$ cat src/rtl/crossbar_scheduler.sv
// Packet-level crossbar scheduler: one round-robin arbiter per output,
// locking an input for a whole packet and steering its stream through.
module crossbar_scheduler #(
    parameter int NUM_INPUTS  = 2,
    parameter int NUM_OUTPUTS = 2,
    parameter int WIDTH       = 8,
    localparam int DW = (NUM_OUTPUTS > 1) ? $clog2(NUM_OUTPUTS) : 1,
    localparam int SW = (NUM_INPUTS > 1) ? $clog2(NUM_INPUTS) : 1
) (
    input  logic                         clock,
    input  logic                         reset,
    input  logic [NUM_INPUTS-1:0]        io_in_valid,
    input  logic [NUM_INPUTS*DW-1:0]     io_in_dest,
    input  logic [NUM_INPUTS-1:0]        io_in_last,
    input  logic [NUM_INPUTS*WIDTH-1:0]  io_in_data,
    output logic [NUM_INPUTS-1:0]        io_in_ready,
    output logic [NUM_OUTPUTS-1:0]       io_out_valid,
    output logic [NUM_OUTPUTS*WIDTH-1:0] io_out_data,
    output logic [NUM_OUTPUTS-1:0]       io_out_last,
    input  logic [NUM_OUTPUTS-1:0]       io_out_ready,
    output logic [NUM_OUTPUTS*SW-1:0]    io_select,
    output logic [NUM_OUTPUTS-1:0]       io_busy
);

    typedef enum logic {
        S_IDLE,
        S_LOCKED
    } state_e;

    state_e          state_q [NUM_OUTPUTS];
    state_e          state_d [NUM_OUTPUTS];
    logic [SW-1:0]   owner_q [NUM_OUTPUTS];
    logic [SW-1:0]   owner_d [NUM_OUTPUTS];
    logic [SW-1:0]   rr_q    [NUM_OUTPUTS];
    logic [SW-1:0]   rr_d    [NUM_OUTPUTS];

    always_comb begin
        int   o;
        int   c;
        logic found;
        o            = 0;
        c            = 0;
        found        = 1'b0;
        io_in_ready  = '0;
        io_out_valid = '0;
        io_out_data  = '0;
        io_out_last  = '0;
        io_select    = '0;
        io_busy      = '0;
        for (int j = 0; j < NUM_OUTPUTS; j++) begin
            state_d[j] = state_q[j];
            owner_d[j] = owner_q[j];
            rr_d[j]    = rr_q[j];
            o          = int'(owner_q[j]);
            // Data/last follow the owner even when idle; valid qualifies them.
            io_select[j*SW +: SW]        = owner_q[j];
            io_out_data[j*WIDTH +: WIDTH] = io_in_data[o*WIDTH +: WIDTH];
            io_out_last[j]               = io_in_last[o];
            if (state_q[j] == S_LOCKED) begin
                io_busy[j]      = 1'b1;
                io_out_valid[j] = io_in_valid[o];
                if (io_out_ready[j]) begin
                    io_in_ready[o] = 1'b1;
                end
                if (io_in_valid[o] && io_out_ready[j] && io_in_last[o]) begin
                    state_d[j] = S_IDLE;
                    rr_d[j]    = owner_q[j];
                end
            end else begin
                found = 1'b0;
                for (int k = 1; k <= NUM_INPUTS; k++) begin
                    c = (int'(rr_q[j]) + k) % NUM_INPUTS;
                    if (!found && io_in_valid[c] &&
                        io_in_dest[c*DW +: DW] == DW'(j)) begin
                        found      = 1'b1;
                        owner_d[j] = SW'(c);
                        state_d[j] = S_LOCKED;
                    end
                end
            end
        end
    end

    always_ff @(posedge clock) begin
        if (reset) begin
            for (int j = 0; j < NUM_OUTPUTS; j++) begin
                state_q[j] <= S_IDLE;
                owner_q[j] <= '0;
                rr_q[j]    <= SW'(NUM_INPUTS - 1);
            end
        end else begin
            for (int j = 0; j < NUM_OUTPUTS; j++) begin
                state_q[j] <= state_d[j];
                owner_q[j] <= owner_d[j];
                rr_q[j]    <= rr_d[j];
            end
        end
    end

endmodule
$ cat config.mk
export PLATFORM = sky130hd
export DESIGN_NAME = crossbar_scheduler
export DESIGN_NICKNAME = d
export VERILOG_FILES = /design/src/rtl/crossbar_scheduler.sv
export SDC_FILE = /design/constraint.sdc
export NUM_CORES = 1
export LEC_CHECK = 0
export CORE_MARGIN = 4
export CORE_UTILIZATION = 28
export DETAILED_ROUTE_END_ITERATION = 6
export PLACE_DENSITY = 0.75
export SLEW_MARGIN = 10
export SYNTH_ARGS = -nofsm -noshare
export SYNTH_HDL_FRONTEND = slang
export SYNTH_SLANG_ARGS = --single-unit
$ cat constraint.sdc
create_clock -name clock -period 1.1 [get_ports clock]
set_input_delay 0.22 -clock clock [delete_from_list [all_inputs] [get_ports clock]]
set_output_delay 0.22 -clock clock [all_outputs]
set_load 0.05 [all_outputs]
# ---- Yosys cells after proc, flatten, opt, wreduce, memory -nomap -nowiden
# Memories as Yosys holds them, arrays and structs flattened.
# Index checks and enable logic that the tools add are counted.
dict set report word_totals {
  word_cells 109
  inputBits 26
  romBits 0
  latchBits 0
  mem_count 3
  ram_bits 6
  reg_bits 0
}
# memory depth word_bits rd rd_ports_with_merged_regs wr line
set memory_table {}
lappend memory_table {owner_q 2 1 2 0 2 32} ;# logic [SW-1:0] owner_q [NUM_OUTPUTS];
lappend memory_table {rr_q 2 1 2 0 2 34} ;# logic [SW-1:0] rr_q [NUM_OUTPUTS];
lappend memory_table {state_q 2 1 2 0 2 30} ;# state_e state_q [NUM_OUTPUTS];
dict set report op_classes {
  magnitude_cmp 8
  bitwise 13
  shift 6
  div_mod_pow 0
  mux 61
  n_mul 0
  eq_ne 0
  add_sub_neg 4
  reduce_logical 14
}
# cell n
set op_table {}
lappend op_table {{1-bit 2-to-1 mux} 55}
lappend op_table {{16-bit by 5-bit variable part select with 8-bit output} 2}
lappend op_table {{1-bit logical AND} 12}
lappend op_table {{2-bit by 3-bit less-than comparator with 1-bit output, second input constant} 4}
lappend op_table {{2-bit 2-to-1 mux} 4}
lappend op_table {{2-bit by 2-bit variable part select with 1-bit output} 4}
lappend op_table {{1-bit bitwise OR} 6}
lappend op_table {{1-bit adder, second input constant} 4}
lappend op_table {{1-bit bitwise AND, first input constant} 4}
lappend op_table {{1-bit by 2-bit less-than comparator with 1-bit output, second input constant} 2}
lappend op_table {{1-bit demux with 1-bit select} 2}
lappend op_table {{1-bit greater-or-equal comparator, second input constant} 2}
lappend op_table {{1-bit zero test} 2}
lappend op_table {{1-bit NOT} 2}
lappend op_table {{2-bit bitwise OR} 1}

# ---- Logic depth before layout (Yosys ltp)
# Gate-level depths: netlist of the first run.
dict set report logic_depth {
  depth_word 14
  mapped_depth 5
  ltp_nobuf 3
}

# ---- Worst setup path before layout of the first run
# OpenSTA, ideal clock, no wires.
dict set report synth_path {
  path_type {reg-to-output}
  from {mem state_q[0][1] in the netlist's numbering}
  to {out io_in_ready[0]}
  stages_incl_launch_ff 4
  path_buffers 1
  t_arrival_ns 1.710
  setup_slack_ns -0.830
  path_cell_list {dfxtp_1 > clkbuf_4 > nand2_1 > o22ai_1}
}
# item line
set synth_lines {}
lappend synth_lines {{from (decl)} 30}
lappend synth_lines {{to (decl)} 16} ;# output logic [NUM_INPUTS-1:0] io_in_ready,

==> results of run 1 <==
==> through the flow <==
stage / hold WS, ns / cells / total power [mW] / setup slack [ns]
finish: 0.479 / 172 / 1.67 / -0.403
global route: 0.508 / 172 / 1.73 / -0.428
CTS: 0.432 / 171 / 1.59 / -0.361
global placement: 0.492 / 156 / 1.24 / -0.306
floorplan: 0.282 / 69 / 0.753 / -0.215
detailed placement: 0.495 / 156 / 1.26 / -0.345
==> worst max-delay path by stage <==
stage | cells after the start | to | slack [ns]
floorplan | 3 | io_out_data[10] | -0.22
global placement | 4 | io_out_valid[1] | -0.31
detailed placement | 4 | io_out_valid[1] | -0.35
CTS | 4 | io_in_ready[1] | -0.36
global route | 3 | io_out_data[9] | -0.43
finish | 3 | io_out_data[9] | -0.40
==> synth_stat cells <==
cell type,count,area [sq um]
dfxtp_1,6,120
clkbuf_4,1,7.51
mux2_1,4,45.0
nand3_1,4,20.0
o21ai_0,4,20.0
buf_2,2,10.0
nor4b_1,1,8.76
o21bai_1,1,7.51
a311oi_1,1,8.76
nand2_1,5,18.8
nand4_1,3,18.8
mux2_2,14,158
o31ai_1,1,7.51
o211ai_1,1,7.51
and2_1,1,6.26
nor2b_1,5,31.3
buf_6,3,33.8
inv_1,1,3.75
a41oi_1,1,8.76
a32o_1,2,20.0
o22ai_1,1,6.26
and2b_1,1,7.51
a21oi_1,3,15.0
a22oi_1,1,7.51
mux2i_1,2,20.0
==> cell families after synthesis <==
kind of cell | Yosys count | share of synthesized area (%)
buf+inv | 7 | 8.91
flops | 6 | 19.4
simple gates | 20 | 18.0
compound gates | 16 | 17.6
mux | 20 | 36.0
==> layout make-up <==
type,count,share of cell area (%)
Inverter,1,0.204
Clock buffer,4,1.43
Tap cell,27,1.84
Multi-Input combinational cell,56,32.5
Sequential cell,6,7.22
Timing Repair Buffer,78,56.8
==> critical path, delay by kind of cell (launching register included) <==
family	cells	cell delay, ns
flip-flops	1	0.39
multiplexers	1	0.32
buffers and inverters	2	0.30
==> per-layer routing <==
metal / GRT usage [%] / vias up / wire length, um / part of all wire, %
met2: 45.5 / 76 / 2080 / 50
li1: - / 419 / - / -
met4: 8.91 / 0 / 137 / 3.3
met3: 5.36 / 10 / 410 / 9.8
met5: 0 / - / 0 / 0
met1: 24.8 / 464 / 1550 / 37
==> report_power, final <==
group / leakage (nW) / switching [mW] / internal [mW]
sequential: 0.0517 / 0.0294 / 0.235
clock: 0.0150 / 0.104 / 0.139
combinational: 0.737 / 0.557 / 0.610
total: 0.804 / 0.690 / 0.984
==> repair_timing <==
action | CTS | global route
endpoints found under the hold margin | 0 | 0
resized for setup | 29 | 18
endpoints found under the setup margin | 28 | 30
setup buffers | 11 | 3
pin swaps | 4 | 4
==> registers in the layout, summed over array words and instances (netlist names) <==
register  flops
rr_q          2
state_q       2
owner_q       2
==> layout by cell type (no fill, tap or decap), drive strengths merged, types with 4 or more instances in the layout <==
cell type / count
nand3: 4
nor2b: 5
dfxtp: 6
clkdlybuf4s50: 19
nand2: 5
clkbuf: 4
dlygate4sd2: 5
buf: 53
mux2: 18
o21ai: 4
==> metrics.csv, run 1 <==
stage;metric;value;unit
run_status;status;finished, violations left;
run_status;failed_checks;setup timing;
setup_path;crit_type;register to primary output;
place;place.gp.congestion;0.746;
sta;tightestPinTransition;0.322;ns
setup_path;path_cells;buf_6 > mux2_4 > buf_12;
setup_path;ff2ff_setup_slack;-0.11;ns
setup_path;required;0.88;ns
sta;period_share;137;%
floorplan;start_util;30.6;%
sta;setup_viol;26;
clock_network;clkSlewWorstSetupHoldPaths;0.06;ns
drt;via_per_inst;5.63;
finish;drive_gt1_share;63.4;%
clock_network;cts_root_buffer;clkbuf_4;
setup_path;startpoint_type;register;
sta;slew_viol_final;0;
finish;seq_area;133;sq um
grt;grt_pass1_vias;930;
logic_synthesis;syn_area;618;sq um
place;dp_hpwl;2030;um
sta;fin_setup_tns;-8.76;ns
finish;nets;172;
grt;grt_overflow;0;
power_and_ir_drop;p_per_area;911;nW/um^2
floorplan;dieHeight;55.0;um
setup_path;timing.rr.end;state_q[0][1];
sta;rsz0062_at_grt;true;
logic_synthesis;syn_inst;69;
drt;vias;969;
place;port_buffers;51;
sta;period_minus_slack;1.50;ns
power_and_ir_drop;p_leak;0.804;nW
setup_path;critPathLaunch;owner_q[0][1];
place;placed_area;1560;sq um
logic_synthesis;yosys.cell_types.count;25;
grt;antenna_found_initial;0;
finish;antenna_cells;0;
logic_synthesis;ys_warn_count;0;
setup_path;critPathMaxStageDelay;0.39;ns
clock_network;clock_path_buffers;2;
drt;wl_per_cell;24.3;um
clock_network;cts_tree;built;
finish;fillers;80;
floorplan;rows;16;
grt;grt_max_degree;8;
drt;detail-route-antenna-nets;0;
sta;worst_slack;-0.403;ns
flow_run;cap_violations;0;
setup_path;reg2reg_from;owner_q[0][1];
setup_path;cp_max_fo;6;
setup_path;cp_slowest_cell;dfxtp_4;
worst_hold_path;hold_end;owner_q[0][1];
clock_network;cts.sinks;6;
floorplan;core;2020;sq um
sta;hold_viol;0;
finish;multi_input_area;597;sq um
drt;drc;0;
sta;max_freq;665;MHz
finish;area_growth;197;%
clock_network;cts_hold_buf;0;
finish;design_area;1840;sq um
worst_hold_path;hold_depth;4;
drt;drt_wl_total;4180;um
worst_hold_path;min_from;io_in_dest[1];
sta;maxSlewHeadroom;78.5;%
drt;drt_iter0_markers;32;
clock_network;cts_buffers;3;
logic_synthesis;ys_seq_area_share;19.4;%
logic_synthesis;syn_avg_cell_area;8.96;sq um
grt;grt_pass1_wl;4960;um
worst_hold_path;hp-class;primary input to register;
floorplan;dieArea;3020;sq um
floorplan;fp.dieW;55.0;um
clock_network;clkLatencyLatePin;0.25;ns
setup_path;reg2regPathDepth;6;
power_and_ir_drop;peakVddDrop;1.26;mV
finish;post-route-util;90.8;%
grt;grtUsageTotal;23.8;%
logic_synthesis;syn-num-nets;95;
logic_synthesis;ys_seq_elements;6;
floorplan;ioPinCount;52;
setup_path;worstSetupEndpointType;primary output;
setup_path;arrival;1.28;ns
drt;first_pass_iters;4;
clock_network;htree_levels;1;
sta;fin_skew;0.000132;ns
No activity file was read; power rests on OpenSTA's default activity.
==> run 2: changes to the inputs <==
Settings changed: CELL_PAD_IN_SITES_DETAIL_PLACEMENT set to 1, CELL_PAD_IN_SITES_GLOBAL_PLACEMENT set to 1, CORE_UTILIZATION 28 to 19, PLACE_DENSITY 0.75 to unset, PLACE_DENSITY_LB_ADDON set to 0.1.
==> run 2 against run 1 <==
  * Sequential cell count unchanged
  * Routed wire length down 23%
  * Sequential share of layout area about the same
  * Largest cell class unchanged
  * Combinational power about the same
  * The run still ends with setup timing left
  * Die area up 40%
  * Utilization down 30 points
==> metrics.csv, run 2 (synthesis results as in run 1) <==
stage;metric;value;unit
sta;slew_viol_final;0;
drt;first_pass_iters;3;
clock_network;cts_hold_buf;0;
sta;tightestPinTransition;0.322;ns
finish;nets;173;
clock_network;clock_path_buffers;2;
finish;antenna_cells;0;
setup_path;worstSetupEndpointType;primary output;
sta;fin_skew;0.000107;ns
setup_path;startpoint_type;register;
setup_path;cp_max_fo;7;
sta;rsz0062_at_grt;true;
setup_path;path_cells;buf_12 > mux2i_2 > nor2b_4 > buf_12;
setup_path;arrival;1.24;ns
clock_network;cts_tree;built;
setup_path;crit_type;register to primary output;
finish;reg.largest.list;owner_q x2, rr_q x2, state_q x2;
sta;fin_setup_tns;-7.89;ns
grt;antenna_found_initial;0;
finish;fillers;332;
power_and_ir_drop;p_per_area;872;nW/um^2
place;dp_hpwl;2190;um
sta;maxSlewHeadroom;78.3;%
drt;drc;0;
clock_network;cts.sinks;6;
flow_run;cap_violations;0;
grt;grtUsageTotal;14.8;%
drt;vias;874;
finish;area_growth;204;%
worst_hold_path;hp-class;primary input to register;
power_and_ir_drop;p_leak;0.813;nW
clock_network;cts_root_buffer;clkbuf_4;
place;placed_area;1580;sq um
floorplan;dieHeight;65.0;um
sta;whs;0.427;ns
finish;final_common_cell;buf_12;
floorplan;ioPinCount;52;
floorplan;dieArea;4230;sq um
clock_network;htree_levels;1;
setup_path;cpLargestDelayFamily;flip-flops;
sta;period_share;133;%
sta;period_minus_slack;1.46;ns
floorplan;rows;20;
setup_path;crit_buf_inv;2;
setup_path;path_common_cell;buf_12;
grt;grt_overflow;0;
place;port_buffers;51;
power_and_ir_drop;design_power_total;1.64;mW
sta;max_freq;683;MHz
sta;hold_viol;0;
grt;grt_max_degree;8;
drt;via_per_inst;4.60;
finish;drive_gt1_share;65.1;%
drt;detail-route-antenna-nets;0;
sta;setup_viol;27;
drt;drt_wl_total;3200;um
clock_network;clkLatencyLatePin;0.24;ns
sta;worst_slack;-0.364;ns
grt;grt_pass1_vias;962;
setup_path;required;0.88;ns
run_status;status;finished, violations left;
floorplan;core;3080;sq um
floorplan;start_util;20.1;%
setup_path;critPathMaxStageDelay;0.36;ns
finish;design_area;1880;sq um
drt;drt_iter0_markers;20;
place;place.gp.congestion;0.796;
grt;grt_pass1_wl;4800;um
power_and_ir_drop;peakVddDrop;0.697;mV
run_status;failed_checks;setup timing;
setup_path;cp_slowest_cell;dfxtp_4;
drt;wl_per_cell;16.8;um
finish;final_cell_mix;buf_12 (28), clkdlybuf4s50_1 (19), mux2_4 (18), buf_4 (14), buf_6 (10);
clock_network;clkSlewWorstSetupHoldPaths;0.05;ns
floorplan;fp.dieW;65.0;um
setup_path;ff2ff_setup_slack;-0.08;ns
clock_network;cts_buffers;3;
[run 2: layout make-up]
cell class | count | area [sq um] | share of cell area (%)
inverters | 1 | 3.75 | 0.200
well taps | 44 | 55.1 | 2.93
repair buffers | 79 | 1050 | 56.1
flip-flops and latches | 6 | 135 | 7.19
multi-input cells | 56 | 606 | 32.2
clock buffers | 4 | 26.3 | 1.40
[run 2: worst paths after layout]
path	startpoint	endpoint	cells past startpoint
hold / removal	io_out_ready[1]	state_q[0][1]	2
hold reg to reg	rr_q[0][0]	rr_q[0][0]	2
setup reg to reg	owner_q[0][1]	state_q[0][1]	6
setup / recovery	owner_q[0][0]	io_out_valid[0]	4
[run 2: stage by stage]
step	util, %	cells	setup slack [ns]
floorplan	-	69	-0.215
global placement	51.4	173	-0.385
detailed placement	51.4	173	-0.440
CTS	56.8	186	-0.371
global route	61.1	190	-0.401
finish	61.1	190	-0.364
[run 2: layer usage]
metal	global-route usage (%)	up-vias	wire, um
met5	0	-	0
met4	3.89	0	0
met3	4.51	0	146
met2	28.0	29	1810
met1	15.8	429	1240
li1	-	416	-
[run 2: power breakdown]
part | internal, mW | total [mW] | switching [mW]
combinational | 0.622 | 1.16 | 0.534
clock | 0.138 | 0.226 | 0.0885
sequential | 0.234 | 0.258 | 0.0242
total | 0.994 | 1.64 | 0.646
[run 2: timing repair]
item	in CTS	in global routing
pin swaps	3	8
setup buffers	10	5
resized for setup	20	28
endpoints found under the setup margin	31	30
==> run 3: changes to the inputs <==
Settings changed: CORE_MARGIN 4 to unset.
==> run 3 against run 2 <==
  * Critical path depth fell by 1
  * Count of clock-buffer cells in the layout did not move
  * Die area fell by 18%
  * The run still ends with setup timing left
  * Power fell by 2.0%
  * Sequential cell count did not move
  * First-iteration DRC count fell by 70%
  * Global-route usage rose by 2.1 points
==> metrics.csv, run 3 (synthesis results as in run 1) <==
stage;metric;value;unit
place;port_buffers;51;
drt;detail-route-antenna-nets;0;
floorplan;ioPinCount;52;
floorplan;dieArea;3490;sq um
finish;reg.largest.list;owner_q x2, rr_q x2, state_q x2;
sta;period_share;133;%
sta;whs;0.458;ns
place;dp_hpwl;1980;um
setup_path;critPathMaxStageDelay;0.38;ns
clock_network;cts_buffers;3;
setup_path;required;0.88;ns
finish;final_common_cell;buf_12;
clock_network;clkSlewWorstSetupHoldPaths;0.06;ns
clock_network;cts_tree;built;
grt;antenna_found_initial;0;
floorplan;dieHeight;59.0;um
setup_path;cp_max_fo;6;
drt;via_per_inst;4.62;
clock_network;clkLatencyLatePin;0.24;ns
drt;drt_wl_total;2910;um
flow_run;cap_violations;0;
power_and_ir_drop;design_power_total;1.61;mW
floorplan;core;3080;sq um
sta;hold_viol;0;
sta;period_minus_slack;1.46;ns
clock_network;htree_levels;1;
sta;maxSlewHeadroom;75.9;%
power_and_ir_drop;p_per_area;892;nW/um^2
sta;slew_viol_final;0;
finish;design_area;1800;sq um
setup_path;cp_slowest_cell;dfxtp_4;
floorplan;rows;20;
floorplan;fp.dieW;59.0;um
run_status;status;finished, violations left;
sta;worst_slack;-0.364;ns
finish;fillers;332;
sta;fin_skew;0.000144;ns
clock_network;clock_path_buffers;2;
run_status;failed_checks;setup timing;
drt;wl_per_cell;15.7;um
drt;drt_iter0_markers;6;
place;dpl_worst_slack;-0.389;ns
clock_network;cts_root_buffer;clkbuf_4;
power_and_ir_drop;peakVddDrop;0.768;mV
place;placed_area;1570;sq um
finish;nets;168;
finish;area_growth;191;%
setup_path;worstSetupEndpointType;primary output;
place;place.gp.congestion;0.764;
setup_path;ff2ff_setup_slack;0;ns
drt;first_pass_iters;3;
sta;tightestPinTransition;0.361;ns
power_and_ir_drop;p_leak;0.784;nW
setup_path;startpoint_type;register;
grt;grt_pass1_vias;906;
drt;drc;0;
grt;grt_max_degree;8;
finish;antenna_cells;0;
finish;drive_gt1_share;60.3;%
sta;max_freq;683;MHz
setup_path;path_cells;buf_8 > mux2_4 > buf_12;
sta;setup_viol;26;
drt;vias;854;
finish;post-route-util;58.5;%
grt;grtUsageTotal;16.9;%
floorplan;start_util;20.1;%
clock_network;cts.sinks;6;
sta;rsz0062_at_grt;true;
setup_path;crit_type;register to primary output;
grt;grt_pass1_wl;4350;um
grt;grt_overflow;0;
setup_path;arrival;1.24;ns
worst_hold_path;hp-class;primary input to register;
finish;final_cell_mix;buf_12 (28), clkdlybuf4s50_1 (19), mux2_4 (18), buf_4 (13), buf_6 (6);
-- run 3: repair_timing --
| action | CTS | global route |
|---|---|---|
| endpoints found under the setup margin | 29 | 31 |
| gates cloned | 0 | 0 |
| hold buffers | 0 | 0 |
| pin swaps | 2 | 3 |
| resized for setup | 24 | 16 |
| setup buffers | 9 | 2 |
-- run 3: metrics by stage --
stage	TNS (ns)	cells
CTS	-7.91	184
detailed placement	-6.94	171
floorplan	-3.88	69
global placement	-6.50	171
global route	-9.00	185
finish	-7.85	185
-- run 3: critical path, delay by kind of cell (launching register included) --
kind	cells	cell delay [ns]
flip-flops	1	0.38
multiplexers	1	0.32
buffers and inverters	2	0.29
-- run 3: area by class of cell --
cell class | count | area, sq um | area share (%)
repair buffers | 74 | 1000 | 55.7
multi-input cells | 56 | 581 | 32.2
flip-flops and latches | 6 | 133 | 7.36
well taps | 44 | 55.1 | 3.06
clock buffers | 4 | 26.3 | 1.46
inverters | 1 | 3.75 | 0.208
-- run 3: routing by layer --
layer | vias to the layer above | GRT usage, % | wire (um)
met1 | 416 | 20.2 | 1190
met4 | 0 | 3.74 | 13
met5 | - | 0 | 0
met3 | 2 | 5.02 | 134
met2 | 26 | 29.9 | 1580
li1 | 410 | - | -
-- run 3: final timing paths --
check / to / start / cells after the start
max reg2reg: state_q[0][0] / owner_q[0][0] / 5
min: rr_q[0][1] / io_in_valid[1] / 3
min reg2reg: owner_q[0][0] / rr_q[0][0] / 2
max: io_out_data[11] / owner_q[0][1] / 3
-- run 3: power breakdown --
group | internal [mW] | switching (mW) | leakage [nW] | total [mW]
Sequential | 0.234 | 0.0236 | 0.0517 | 0.258
Combinational | 0.598 | 0.515 | 0.717 | 1.11
Clock | 0.139 | 0.0976 | 0.0150 | 0.236
